<file path="config.mk">
export PLATFORM = sky130hd
export DESIGN_NAME = rominit_ctrl
export DESIGN_NICKNAME = d
export VERILOG_FILES = /design/src/rtl/rominit_ctrl.sv
export SDC_FILE = /design/constraint.sdc
export NUM_CORES = 1
export LEC_CHECK = 0
export ABC_AREA = 1
export CORE_UTILIZATION = 45
export CTS_CLUSTER_SIZE = 30
export DETAILED_ROUTE_END_ITERATION = 8
export PLACE_DENSITY = 0.72
export SYNTH_ARGS = -nofsm -noshare
export SYNTH_HDL_FRONTEND = slang
export SYNTH_SLANG_ARGS = --single-unit
</file>
<file path="constraint.sdc">
create_clock -name CLK -period 4.6 [get_ports CLK]
set_input_delay 1.15 -clock CLK [delete_from_list [all_inputs] [get_ports CLK]]
set_output_delay 1.15 -clock CLK [all_outputs]
set_load 0.02 [all_outputs]
</file>
<file path="src/rtl/rominit_ctrl.sv">
// rominit_ctrl: routes host download bytes (ioctl stream) into the boot, chr or
// cartridge ROM of the console core. It holds the core in reset while a download
// is in progress and for RST_HOLD cycles afterwards. It also tracks image
// completeness and a sticky protocol/range error flag.
module rominit_ctrl #(
  parameter int CART_AW  = 17,
  parameter int RST_HOLD = 16
) (
  input  logic               CLK,
  input  logic               RESB,
  input  logic               IOCTL_DOWNLOAD,
  input  logic [7:0]         IOCTL_INDEX,
  input  logic               IOCTL_WR,
  input  logic [24:0]        IOCTL_ADDR,
  input  logic [7:0]         IOCTL_DOUT,
  output logic               IOCTL_WAIT,
  output logic               ROMINIT_SEL_BOOT,
  output logic               ROMINIT_SEL_CHR,
  output logic               ROMINIT_SEL_CART,
  output logic [CART_AW-1:0] ROMINIT_ADDR,
  output logic [7:0]         ROMINIT_DATA,
  output logic               ROMINIT_VALID,
  input  logic               ROMINIT_READY,
  output logic               CORE_RESB,
  output logic               BOOT_OK,
  output logic               CART_OK,
  output logic               ERR
);

  localparam logic [1:0] ST_IDLE = 2'd0;
  localparam logic [1:0] ST_LOAD = 2'd1;
  localparam logic [1:0] ST_XFER = 2'd2;
  localparam logic [1:0] ST_HOLD = 2'd3;

  localparam int            HW        = $clog2(RST_HOLD + 1);
  localparam logic [HW-1:0] HOLD_INIT = HW'(RST_HOLD - 1);
  localparam int            CW        = CART_AW + 1;

  localparam logic [12:0] BOOT_FULL = 13'd4096;
  localparam logic [10:0] CHR_FULL  = 11'd1024;

  logic [1:0]    state;
  logic [HW-1:0] hold_cnt;
  logic [7:0]    idx_q;

  logic [12:0]   boot_cnt;
  logic [10:0]   chr_cnt;
  logic [CW-1:0] cart_cnt;

  logic               dec_boot;
  logic               dec_chr;
  logic               dec_cart;
  logic               dec_bad;
  logic [CART_AW-1:0] dec_addr;

  logic enter_load;
  logic load_exit;
  logic wr_in_load;
  logic accept;
  logic range_err;
  logic xfer_done;
  logic xfer_viol;

  // Saturating counter increments: a runaway stream must never wrap back to
  // a count that looks like a complete image.
  function automatic logic [12:0] sat_inc_boot(input logic [12:0] v);
    return (v == 13'h1FFF) ? v : v + 13'd1;
  endfunction

  function automatic logic [10:0] sat_inc_chr(input logic [10:0] v);
    return (v == 11'h7FF) ? v : v + 11'd1;
  endfunction

  function automatic logic [CW-1:0] sat_inc_cart(input logic [CW-1:0] v);
    return (v == {CW{1'b1}}) ? v : v + CW'(1);
  endfunction

  // Address decode of the incoming byte against the image selected at session start
  always_comb begin
    dec_boot = 1'b0;
    dec_chr  = 1'b0;
    dec_cart = 1'b0;
    dec_bad  = 1'b0;
    dec_addr = '0;
    case (idx_q)
      8'd0: begin
        if (IOCTL_ADDR < 25'h1000) begin
          dec_boot = 1'b1;
          dec_addr = {{(CART_AW-12){1'b0}}, IOCTL_ADDR[11:0]};
        end else if (IOCTL_ADDR < 25'h1400) begin
          dec_chr  = 1'b1;
          dec_addr = {{(CART_AW-10){1'b0}}, IOCTL_ADDR[9:0]};
        end else begin
          dec_bad  = 1'b1;
        end
      end
      8'd1: begin
        if ((IOCTL_ADDR >> CART_AW) == 25'd0) begin
          dec_cart = 1'b1;
          dec_addr = IOCTL_ADDR[CART_AW-1:0];
        end else begin
          dec_bad  = 1'b1;
        end
      end
      default: begin
        // Unknown images are dropped without flagging an error.
      end
    endcase
  end

  // Control events shared by the FSM, datapath and status blocks
  always_comb begin
    enter_load = ((state == ST_IDLE) || (state == ST_HOLD)) && IOCTL_DOWNLOAD;
    load_exit  = (state == ST_LOAD) && !IOCTL_DOWNLOAD;
    wr_in_load = (state == ST_LOAD) && IOCTL_DOWNLOAD && IOCTL_WR;
    accept     = wr_in_load && (dec_boot || dec_chr || dec_cart);
    range_err  = wr_in_load && dec_bad;
    xfer_done  = (state == ST_XFER) && ROMINIT_READY;
    xfer_viol  = (state == ST_XFER) && IOCTL_WR;
  end

  // Session FSM and core reset sequencing; a completed write always returns
  // through LOAD so a falling DOWNLOAD is evaluated after the final count update
  always_ff @(posedge CLK or negedge RESB) begin
    if (!RESB) begin
      state     <= ST_HOLD;
      hold_cnt  <= HOLD_INIT;
      idx_q     <= 8'd0;
      CORE_RESB <= 1'b0;
    end else begin
      case (state)
        ST_IDLE: begin
          if (IOCTL_DOWNLOAD) begin
            state     <= ST_LOAD;
            idx_q     <= IOCTL_INDEX;
            CORE_RESB <= 1'b0;
          end
        end
        ST_LOAD: begin
          if (!IOCTL_DOWNLOAD) begin
            state    <= ST_HOLD;
            hold_cnt <= HOLD_INIT;
          end else if (accept) begin
            state    <= ST_XFER;
          end
        end
        ST_XFER: begin
          if (ROMINIT_READY) begin
            state <= ST_LOAD;
          end
        end
        ST_HOLD: begin
          if (IOCTL_DOWNLOAD) begin
            state <= ST_LOAD;
            idx_q <= IOCTL_INDEX;
          end else if (hold_cnt == '0) begin
            state     <= ST_IDLE;
            CORE_RESB <= 1'b1;
          end else begin
            hold_cnt <= hold_cnt - HW'(1);
          end
        end
        default: begin
          state <= ST_HOLD;
        end
      endcase
    end
  end

  // Target write request: latched on a decoded byte, held until READY
  always_ff @(posedge CLK or negedge RESB) begin
    if (!RESB) begin
      ROMINIT_SEL_BOOT <= 1'b0;
      ROMINIT_SEL_CHR  <= 1'b0;
      ROMINIT_SEL_CART <= 1'b0;
      ROMINIT_ADDR     <= '0;
      ROMINIT_DATA     <= 8'd0;
      ROMINIT_VALID    <= 1'b0;
      IOCTL_WAIT       <= 1'b0;
    end else if (accept) begin
      ROMINIT_SEL_BOOT <= dec_boot;
      ROMINIT_SEL_CHR  <= dec_chr;
      ROMINIT_SEL_CART <= dec_cart;
      ROMINIT_ADDR     <= dec_addr;
      ROMINIT_DATA     <= IOCTL_DOUT;
      ROMINIT_VALID    <= 1'b1;
      IOCTL_WAIT       <= 1'b1;
    end else if (xfer_done) begin
      ROMINIT_SEL_BOOT <= 1'b0;
      ROMINIT_SEL_CHR  <= 1'b0;
      ROMINIT_SEL_CART <= 1'b0;
      ROMINIT_VALID    <= 1'b0;
      IOCTL_WAIT       <= 1'b0;
    end
  end

  // Region byte counters; cleared per image at session entry
  always_ff @(posedge CLK or negedge RESB) begin
    if (!RESB) begin
      boot_cnt <= 13'd0;
      chr_cnt  <= 11'd0;
      cart_cnt <= '0;
    end else if (enter_load) begin
      if (IOCTL_INDEX == 8'd0) begin
        boot_cnt <= 13'd0;
        chr_cnt  <= 11'd0;
      end
      if (IOCTL_INDEX == 8'd1) begin
        cart_cnt <= '0;
      end
    end else if (xfer_done) begin
      if (ROMINIT_SEL_BOOT) boot_cnt <= sat_inc_boot(boot_cnt);
      if (ROMINIT_SEL_CHR)  chr_cnt  <= sat_inc_chr(chr_cnt);
      if (ROMINIT_SEL_CART) cart_cnt <= sat_inc_cart(cart_cnt);
    end
  end

  // Image status and sticky error flag
  always_ff @(posedge CLK or negedge RESB) begin
    if (!RESB) begin
      BOOT_OK <= 1'b0;
      CART_OK <= 1'b0;
      ERR     <= 1'b0;
    end else begin
      if (enter_load) begin
        ERR <= 1'b0;
        if (IOCTL_INDEX == 8'd0) BOOT_OK <= 1'b0;
        if (IOCTL_INDEX == 8'd1) CART_OK <= 1'b0;
      end else if (range_err || xfer_viol) begin
        ERR <= 1'b1;
      end
      if (xfer_done && ROMINIT_SEL_CART) begin
        CART_OK <= 1'b1;
      end
      if (load_exit && (idx_q == 8'd0)) begin
        BOOT_OK <= (boot_cnt == BOOT_FULL) && (chr_cnt == CHR_FULL);
      end
    end
  end

endmodule

</file>
# Word-level counts from Yosys, hierarchy flattened
# Cells that the tools add are included.
[classes] n_mux=53 order_cmp=2 n_eq_ne=20 addsub=3 reduce_logical=41
[op_table] op="13-bit 2-to-1 mux" count=5
[op_table] op="11-bit 2-to-1 mux" count=5
[op_table] op="25-bit by 13-bit less-than comparator with 1-bit output (second input constant)" count=2
[op_table] op="17-bit one-hot mux with 2 select lines" count=1
[op_table] op="13-bit == test (second input constant)" count=2
[op_table] op="1-bit 2-to-1 mux" count=26
[op_table] op="25-bit logical NOT" count=1
[op_table] op="11-bit == test (second input constant)" count=2
[op_table] op="2-bit nonzero test" count=11
[op_table] op="4-bit AND reduction" count=5
[op_table] op="17-bit 2-to-1 mux" count=1
[op_table] op="8-bit by 1-bit == test with 1-bit output (second input constant)" count=2
[op_table] op="8-bit logical NOT" count=2
[op_table] op="5-bit 2-to-1 mux" count=3
[op_table] op="2-bit inequality test (second input constant)" count=7
[op_table] op="13-bit by 1-bit adder with 13-bit output (second input constant)" count=1
[op_table] op="12-bit 2-to-1 mux" count=1
[op_table] op="2-bit 2-to-1 mux" count=6
[op_table] op="11-bit by 1-bit adder with 11-bit output (second input constant)" count=1
[op_table] op="1-bit logical AND" count=11
[op_table] op="10-bit 2-to-1 mux" count=1
[op_table] op="5-bit one-hot mux with 2 select lines" count=1
[op_table] op="2-bit one-hot mux with 4 select lines" count=1
[op_table] op="2-bit AND reduction" count=3
[op_table] op="12 further kinds" count=18
[word_totals] in_bits=46 output_inout_bits=34 reg_bits=72

# Depth between registers and ports, before layout
# Gate-level depths: netlist (run 1).
[logic_depth] depth_word=10 ltp_mapped=12

# Worst setup path after synthesis (run 1)
# Ideal clock, no wire load.
[synth_path] path_kind="input-to-reg" startpoint="input port IOCTL_ADDR[21]" endpoint="register state[0]" setup_ns=0.076 cell_stages=11 arrival_ns=2.108 setup_slack_ns=2.417 path_cell_list="nor2_1 > nand2_1 > nor2_4 > nand3_1 > nand2_1 > nand2_2 > buf_6 > nand2_2 > nand2_1 > nand2_1 > nand2_1"
[synth_between] elab_chain_len=9 elab_cells_between_ends=15 cone_classes="order compare (2); eq/ne (1); mux (7); reduce/logical (5)"
[synth_lines] item="from (decl)" line="14" text="input logic [24:0] IOCTL_ADDR,"
[synth_lines] item="25-bit by 13-bit less-than comparator with 1-bit output" line="90" text="end else if (IOCTL_ADDR < 25'h1400) begin"
[synth_lines] item="1-bit 2-to-1 mux" line="90"
[synth_lines] item="1-bit 2-to-1 mux" line="87" text="if (IOCTL_ADDR < 25'h1000) begin"
[synth_lines] item="1-bit 2-to-1 mux" line="85" text="case (idx_q)"
[synth_lines] item="1-bit logical OR" line="116" text="accept = wr_in_load && (dec_boot || dec_chr || dec_cart);"
[synth_lines] item="1-bit logical OR *" line="116"
[synth_lines] item="1-bit logical AND *" line="116"
[synth_lines] item="3-bit inequality test (no source line) *"
[synth_lines] item="4-bit AND reduction (no source line) *"
[synth_lines] item="to (signal assigned)" line="126" text="state <= ST_HOLD;"
[synth_lines] item="to (signal assigned)" line="134" text="state <= ST_LOAD;"
[synth_lines] item="to (signal assigned)" line="141" text="state <= ST_HOLD;"
[synth_lines] item="to (decl)" line="42" text="logic [1:0] state;"
# Mark *: on every way between the ends. The rest lies on a longest branch, timed or not.
# A chain may end at the register's enable or synchronous reset.

# Worst setup path after layout (run 1)
[layout_path] startpoint="input port IOCTL_ADDR[21]" endpoint="register ROMINIT_ADDR[9]"
[layout_between] elab_chain_len=7 elab_cells_between_ends=17 cone_classes="order compare (2); mux (11); reduce/logical (4)"
[layout_lines] item="25-bit by 13-bit less-than comparator with 1-bit output" line="90"
[layout_lines] item="1-bit 2-to-1 mux" line="90"
[layout_lines] item="1-bit 2-to-1 mux" line="87"
[layout_lines] item="1-bit 2-to-1 mux" line="85"
[layout_lines] item="1-bit logical OR (2 in a row)" line="116"
[layout_lines] item="1-bit logical AND" line="116"
[layout_lines] item="to (signal assigned)" line="184" text="ROMINIT_ADDR <= dec_addr;"
[layout_lines] item="to (decl)" line="20" text="output logic [CART_AW-1:0] ROMINIT_ADDR,"
# Several ways; a longest one is shown, not always the timed one.

==> results.toml, run 1 <==
[timing]
fin_crit_ns = 3.11
whs_ns = 0.479
period_share = 0.675
final-hold-violation-count = 0
worst_slack_ns = 1.49
setup_viol = 0
rsz0062_at_grt = "false"
slew_headroom = 0.593
slew_violations = 0
tightest_slew_ns = 0.609
fmax_mhz = 322
finClkSkew_ns = 0.00791
tns_ns = 0

[pwr]
leakage_nw = 2.38
p_per_area_nw_per_um2 = 384
ir_drop_v = 0.000204

[logic_synthesis]
synth-xor-area-share = 0.0315
synth_compound_area_frac = 0.0569
synth_top_family_by_area = "simple AND/OR/NAND/NOR gates"
yosys_register_bits = 72
synthAdderAreaFrac = 0.0322
synth_mux_area_frac = 0.00257
synth_area_leaders = "dfrtp_1, nand2_1, nand3_1, nor2_1, dfstp_2"
ys_types = 38
yosysTopAreaCell = "dfrtp_1"
yosys.area_share.simple = 0.348
synth_nets = 548
syn_inst = 492
ys_seq_area_frac = 0.465
synth_warnings = 0
syn_area_per_cell_um2 = 7.90
synthesis.area_um2 = 3890
synth_top_area_frac = 0.425

[grt]
grt_usage = 0.217
grt-ovfl-total = 0
grt_max_degree = 50
antenna_found_initial = 0
grt_pass1_wl_um = 15100
grt_pass1_vias = 3232

[clock_tree]
ctsResizeCount = 0
cts-root-buf = "clkbuf_8"
clk_latency_ns = 0.34
cts.reportedPaths.clkPinSlew_ns = 0.08
clock-sinks = 72
clockBufferDepth = 2
numCtsBuffers = 9
cts_tree = "yes"
cts_hold_buf = 0
htreeDepth = 3
cts_setup_buffers = 0

[worst_hold_path]
worstHoldStart = "idx_q[4]"
whs_path_depth = 2
min_to = "idx_q[4]"
hp-class = "flip-flop to flip-flop"

[detailed_routing]
wirelength_um = 9070
vias_per_cell = 4.97
routedWlPerCell_um = 13.4
first_pass_iters = 5
drt.antenna.violating_nets = 0
drt_iter0_drc = 162
vias = 3367
drcViolationCount = 0

[worst_setup_path]
cp_top_family = "simple AND/OR/NAND/NOR gates"
crit_path_end_kind = "flip-flop"
path_max_fanout = 31
cp_cell_sequence = "clkdlybuf4s50_1 -> nor2_1 -> nand2_1 -> nor2_4 -> nand3_1 -> nand2_1 -> nand2_2 -> inv_2 -> nor2_1 -> a21oi_1"
rr_endpoint = "boot_cnt[1]"
arrival_ns = 3.38
r2r-start = "state[0]"
ff2ff_path_depth = 9
cp_slowest_cell = "nand2_2"
cp-start-kind = "input pin"
criticalPathCategory = "input pin to flip-flop"
r2r_slack_ns = 2.04
path_buf_inv = 2
max_stage_delay_ns = 0.48
cp_data_required_time_ns = 4.87

[placement]
dpl.hpwl_um = 6610
place_ws_ns = 1.14
io_buffers = 79
place_congestion = 0.799

[floorplan]
die_area_um2 = 9020
coreArea_um2 = 8300
die-height_um = 95.0
row_count = 33
ios = 80
initial_utilization = 0.469
fp.dieW_um = 95.0

[finish]
drive_gt1_frac = 0.0960
fin_nets = 624
syn_to_final_growth_pct = 27.3
fillers = 739
diodes = 0

[status]
outcome = "complete, no violations"

[job]
maxCapViolations = 0
-- cell families (layout without fill, tap and decap cells) --
kind of cell    after synthesis  after routing
simple gates                300            300
flops                        72             72
buf+inv                      54            135
compound gates               41             41
xor+xnor                     14             14
fa+ha+maj                    10             10
mux                           1              1
-- power by group --
| part | switching [mW] | total (mW) | internal (mW) |
|---|---|---|---|
| sequential | 0.0617 | 0.796 | 0.734 |
| clock | 0.238 | 0.596 | 0.359 |
| combinational | 0.320 | 0.509 | 0.189 |
-- layout make-up --
| class | count | area (um^2) | share of cell area |
|---|---|---|---|
| multi-input cells | 366 | 1830 | 0.370 |
| flip-flops and latches | 72 | 1810 | 0.365 |
| repair buffers | 80 | 793 | 0.160 |
| inverters | 39 | 149 | 0.0301 |
| well taps | 105 | 131 | 0.0265 |
| clock buffers | 10 | 128 | 0.0258 |
| clock inverters | 6 | 108 | 0.0217 |
-- flip-flops by register name (all words and copies together) (netlist names), 2 cells and up --
| signal | cells |
|---|---|
| ROMINIT_ADDR | 17 |
| ROMINIT_DATA | 8 |
| boot_cnt | 13 |
| chr_cnt | 11 |
| hold_cnt | 5 |
| idx_q | 8 |
| state | 2 |
-- synthesized netlist by cell type --
cell / instances
xor2_1: 13
xnor2_1: 1
inv_4: 1
o211ai_1: 3
nand2_1: 171
a22oi_1: 1
dfrtp_1: 66
a21boi_1: 1
nand3_4: 1
inv_2: 8
nor3_4: 1
clkbuf_1: 6
nor2_2: 3
inv_1: 30
nand2_2: 4
buf_4: 2
nand3_2: 5
mux2i_1: 1
nand2_4: 1
or2_2: 1
o21ai_1: 16
buf_2: 3
nor3_2: 1
a21oi_1: 11
nor4_1: 3
ha_1: 10
nand4_1: 7
nor2_1: 47
nor4_2: 1
buf_6: 4
o21ai_2: 1
o21ai_0: 8
nand3_1: 44
nor2_4: 3
dfstp_2: 6
nor2_8: 1
nor3_1: 5
or3_1: 1
-- layout by cell type, fill, tap and decap left out, types with 2 or more instances in the layout --
cell	instances
inv_1	30
nor2_2	3
nor2_1	47
o211ai_1	3
clkbuf_8	9
dfstp_2	6
nor2_4	3
inv_2	8
o21ai_1	16
dfrtp_1	66
clkdlybuf4s50_1	78
nand2_1	171
o21ai_0	8
a21oi_1	11
nor4_1	3
nand3_1	44
bufinv_16	3
nand2_2	4
nor3_1	5
ha_1	10
nand3_2	5
xor2_1	13
clkinv_2	2
nand4_1	7
-- worst reg2reg max path, cell delays in order, from the launching register on --
cell and delay [ns]:
dfstp_2 0.56, inv_1 0.07, ha_1 0.36, nor2_8 0.36, inv_4 0.19, nor2_4 0.16, nand3_4 0.17, nand2_2 0.39
nand3_2 0.10, o21ai_1 0.11
-- worst max path at each step --
stage | startpoint | end | slack (ns) | cells after the start
2_1_floorplan | IOCTL_ADDR[21] | state[0] | 2.42 | 11
3_3_place_gp | IOCTL_ADDR[19] | ROMINIT_ADDR[9] | 1.23 | 10
3_5_place_dp | IOCTL_ADDR[21] | ROMINIT_ADDR[9] | 1.14 | 10
4_1_cts | IOCTL_ADDR[21] | ROMINIT_ADDR[9] | 1.48 | 10
5_1_grt | IOCTL_ADDR[19] | ROMINIT_DATA[2] | 1.27 | 10
6_report | IOCTL_ADDR[21] | ROMINIT_ADDR[9] | 1.49 | 10
-- per-layer routing --
metal  track usage  share of wire
met1         0.286           0.46
met3        0.0346          0.026
met2         0.363           0.51
met4        0.0758          0.011
met5             0              0
-- stage by stage --
stage	cells	power [mW]	instance area, um^2	util
floorplan	492	1.15	3890	-
global placement	662	1.30	4720	0.568
detailed placement	662	1.32	4720	0.568
CTS	678	1.92	4950	0.597
global route	678	2.02	4950	0.597
finish	678	1.90	4950	0.597
Note: power is estimated with default switching activity, not from simulation.
==> inputs of run 2 (changes only) <==
PLACE_DENSITY = 0.74   (was 0.72)
clock period = 2.61 ns   (was 4.6 ns; I/O delays follow)
==> run 2 against run 1 <==
  * Via count is 2.8% higher
  * Clock power is 38% higher
  * Die area stayed put
  * Count of clock-buffer cells in the layout stayed put
  * Combinational power is 84% higher
  * Power is 67% higher
  * Global-route usage is 0.37 points lower
  * Utilization is 0.060 points higher
  * Sequential power is 76% higher
  * Highest routed layer unchanged
==> results.toml, run 2 (synthesized netlist as in run 1, its figures left out) <==
[clock_tree]
clk_latency_ns = 0.35
clock-sinks = 72
cts_hold_buf = 0
cts-root-buf = "clkbuf_8"
ctsResizeCount = 0
htreeDepth = 3
cts.reportedPaths.clkPinSlew_ns = 0.08
clockBufferDepth = 2
cts_tree = "yes"
cts_setup_buffers = 0
numCtsBuffers = 9

[finish]
largest-register = "ROMINIT_ADDR"
syn_to_final_growth_pct = 27.4
drive_gt1_frac = 0.107
reg.largest.list = "ROMINIT_ADDR: 17 flops, boot_cnt: 13 flops, chr_cnt: 11 flops"
most-common-layout-cells = "nand2_1, clkdlybuf4s50_1, dfrtp_1"
fin_cells = 684
layout_commonest_cell = "nand2_1"
largest_reg_flops = 17
diodes = 0
fin_nets = 630

[timing]
tns_ns = 0
tightest_slew_ns = 0.506
fmax_mhz = 458
final-hold-violation-count = 0
period_share = 0.836
slew_violations = 0
finClkSkew_ns = 0.0160
rsz0062_at_grt = "false"
setup_viol = 0
fin_crit_ns = 2.18
slew_headroom = 0.660

[floorplan]
coreArea_um2 = 8300
initial_utilization = 0.469
fp.dieW_um = 95.0
die_area_um2 = 9020
ios = 80
die-height_um = 95.0
row_count = 33

[grt]
grt_max_degree = 60
grt_pass1_wl_um = 14900
grt_usage = 0.214
grt_pass1_vias = 3287
antenna_found_initial = 0
grt-ovfl-total = 0

[detailed_routing]
vias_per_cell = 5.06
first_pass_iters = 4
wirelength_um = 9120
drt_iter0_drc = 150
vias = 3460
drcViolationCount = 0
routedWlPerCell_um = 13.3
drt.antenna.violating_nets = 0

[worst_setup_path]
cp_data_required_time_ns = 2.87
path_max_fanout = 20
cp-start-kind = "flip-flop"
crit_end = "boot_cnt[3]"
crit_path_end_kind = "flip-flop"
r2r_slack_ns = 0.43
r2r-start = "state[0]"
rr_endpoint = "boot_cnt[3]"
crit_start = "state[0]"
criticalPathCategory = "flip-flop to flip-flop"
arrival_ns = 2.44
ff2ff_path_depth = 9

[placement]
place_inst = 668
dpl.hpwl_um = 6730
place_congestion = 0.851
io_buffers = 79

[worst_hold_path]
hp-class = "input pin to asynchronous set/reset pin"

[pwr]
ir_drop_v = 0.000313
p_per_area_nw_per_um2 = 639
leakage_nw = 2.38

[status]
outcome = "complete, no violations"

[job]
maxCapViolations = 0
[run 2: report_power, final]
part           total, mW  internal, mW  switching (mW)  leakage [nW]
sequential          1.40          1.29           0.110         0.904
combinational      0.939         0.359           0.581          1.39
clock              0.823         0.372           0.450        0.0845
[run 2: metal layers]
layer,up-vias,part of all wire,global-route usage
met5,-,0,0
met4,0,0.0061,0.0657
met3,6,0.041,0.0362
met2,80,0.49,0.352
met1,1633,0.46,0.287
li1,1741,-,-
[run 2: final cells by class]
cell class	count	area, um^2
Clock buffer	10	138
Clock inverter	6	45.0
Fill cell	716	3340
Inverter	39	149
Multi-Input combinational cell	366	1830
Sequential cell	72	1810
Tap cell	105	131
Timing Repair Buffer	86	851
[run 2: per-stage QoR]
step	setup WS, ns	power (mW)	hold slack, ns	utilization	area [um^2]
finish	0.427	3.17	0.211	0.597	4960
global route	0.237	3.37	0.209	0.597	4960
CTS	0.436	3.19	0.207	0.597	4960
detailed placement	0.129	2.36	0.459	0.575	4770
global placement	0.206	2.32	0.456	0.575	4770
floorplan	0.781	2.03	0.357	-	3890
[run 2: worst max-delay path, stage by stage, from the launching register on]
cell     delay, ns
dfstp_2       0.57
inv_1         0.06
ha_1          0.36
nor2_8        0.21
inv_4         0.05
nor2_4        0.11
nand3_4       0.15
nand2_2       0.38
nand2_1       0.10
o21ai_1       0.10
[run 2: how the worst min path moves through the flow]
stage | from | endpoint | slack [ns]
after floorplan | RESB | BOOT_OK | 0.36
after global placement | idx_q[7] | idx_q[7] | 0.46
after detailed placement | idx_q[3] | idx_q[3] | 0.46
after CTS | RESB | chr_cnt[5] | 0.21
after global routing | RESB | chr_cnt[5] | 0.21
final | RESB | chr_cnt[5] | 0.21
==> inputs of run 3 (changes only) <==
PLACE_DENSITY = 0.72   (was 0.74)
clock period = 2.15 ns   (was 2.61 ns; I/O delays follow)
==> run 3 against run 2 <==
  * Wire length decreased by 0.64%
  * Non-clock buffer count increased by 15
  * Largest power group unchanged
  * Largest cell class unchanged
  * Worst setup slack got worse by 0.22 ns
  * Critical endpoint is now ROMINIT_SEL_BOOT
  * Utilization increased by 2.1 points
  * Sequential share of layout area decreased by 1.2 points
  * Hold slack got worse by 0.079 ns
  * Global-route usage increased by 0.65 points
  * Via count increased by 0.52%
==> results.toml, run 3 (synthesized netlist as in run 1, its figures left out) <==
[finish]
fin_nets = 645
largest-register = "ROMINIT_ADDR"
reg.largest.list = "ROMINIT_ADDR: 17 flops, boot_cnt: 13 flops, chr_cnt: 11 flops"
most-common-layout-cells = "nand2_1, clkdlybuf4s50_1, dfrtp_1"
fillers = 730
diodes = 0
multiInputGateArea_um2 = 1830
syn_to_final_growth_pct = 31.9
largest_reg_flops = 17
design_area_um2 = 5130
layout_commonest_cell = "nand2_1"
drive_gt1_frac = 0.128
regArea_um2 = 1810

[timing]
setup_viol = 0
rsz0062_at_grt = "false"
slew_violations = 0
final-hold-violation-count = 0
finClkSkew_ns = 0.00955
slew_headroom = 0.700
fin_crit_ns = 1.94
tns_ns = 0
period_share = 0.902
tightest_slew_ns = 0.451
fmax_mhz = 516

[pwr]
ir_drop_v = 0.000369
comb_power_share = 0.287
p_sw_frac = 0.331
p_seq_frac = 0.420
intPower_mw = 2.71
p_sw_mw = 1.34
p_clk_frac = 0.293
p_per_area_nw_per_um2 = 791
leakage_nw = 2.48

[worst_setup_path]
criticalPathCategory = "flip-flop to output port"
crit_start = "ROMINIT_SEL_BOOT"
cp_cell_sequence = "clkdlybuf4s50_1"
ff2ff_path_depth = 10
arrival_ns = 1.40
max_stage_delay_ns = 0.63
cp_top_family = "buffers and inverters"
cp_slowest_cell = "clkdlybuf4s50_1"
cp_data_required_time_ns = 1.61
path_buf_inv = 1
r2r_slack_ns = 0.28
r2r-start = "state[0]"
path_max_fanout = 3
crit_path_end_kind = "output port"
rr_endpoint = "boot_cnt[12]"
cp-start-kind = "flip-flop"

[clock_tree]
clk_latency_ns = 0.35
clock-sinks = 72
cts.reportedPaths.clkPinSlew_ns = 0.08
numCtsBuffers = 9
cts-root-buf = "clkbuf_8"
cts_tree = "yes"
htreeDepth = 3
ctsResizeCount = 0
clockBufferDepth = 2
cts_setup_buffers = 0
cts_hold_buf = 0

[detailed_routing]
vias = 3478
wirelength_um = 9060
drcViolationCount = 0
drt.antenna.violating_nets = 0
vias_per_cell = 4.98
routedWlPerCell_um = 13.0
drt_iter0_drc = 108
first_pass_iters = 4

[grt]
grt_max_degree = 33
grt_usage = 0.220
grt_pass1_vias = 3394
grt_pass1_wl_um = 15300
antenna_found_initial = 0
grt-ovfl-total = 0

[status]
outcome = "complete, no violations"

[placement]
dpl.hpwl_um = 6850
io_buffers = 79
placed_area_um2 = 4910
place_congestion = 0.845

[floorplan]
die_area_um2 = 9020
die-height_um = 95.0
ios = 80
coreArea_um2 = 8300
fp.dieW_um = 95.0
row_count = 33
initial_utilization = 0.469

[job]
maxCapViolations = 0

[worst_hold_path]
hp-class = "input pin to asynchronous set/reset pin"
-- run 3: power by group through the flow --
stage,Combinational (mW),Sequential (mW),Clock [mW]
floorplan,0.736,1.73,0
global placement,1.13,1.72,0
detailed placement,1.16,1.73,0
CTS,1.17,1.70,1.21
global route,1.31,1.73,1.26
finish,1.16,1.70,1.19
-- run 3: area by class of cell --
cell class                 instances  area share
multi-input combinational        366       0.357
timing repair buffer             101       0.193
clock inverter                     5      0.0159
clock buffer                      10      0.0268
inverter                          39      0.0290
sequential                        72       0.353
tap                              105      0.0256
-- run 3: worst max path at each step --
stage | endpoint | slack [ns] | depth (start not counted)
floorplan | boot_cnt[5] | 0.32 | 10
global placement | ROMINIT_ADDR[14] | 0.06 | 11
detailed placement | state[1] | 0.003 | 12
CTS | ROMINIT_SEL_BOOT | 0.18 | 1
global route | boot_cnt[12] | 0.14 | 10
finish | ROMINIT_SEL_BOOT | 0.21 | 1
-- run 3: layer usage --
metal / vias up / part of all wire / track usage / routed length (um)
met5: - / 0 / 0 / 0
met4: 0 / 0.020 / 0.0960 / 184
met3: 14 / 0.030 / 0.0362 / 269
met2: 65 / 0.49 / 0.358 / 4450
met1: 1633 / 0.46 / 0.289 / 4160
li1: 1766 / - / - / -
-- run 3: through the flow --
step                      hold slack (ns)  power (mW)   util  setup slack, ns  instances
after floorplan                     0.242        2.46      -            0.321        492
after global placement              0.455        2.85  0.592           0.0562        683
after detailed placement            0.460        2.89  0.592          0.00273        683
after CTS                           0.134        4.09  0.618            0.183        698
after global routing                0.155        4.30  0.618            0.136        698
final                               0.132        4.06  0.618            0.211        698
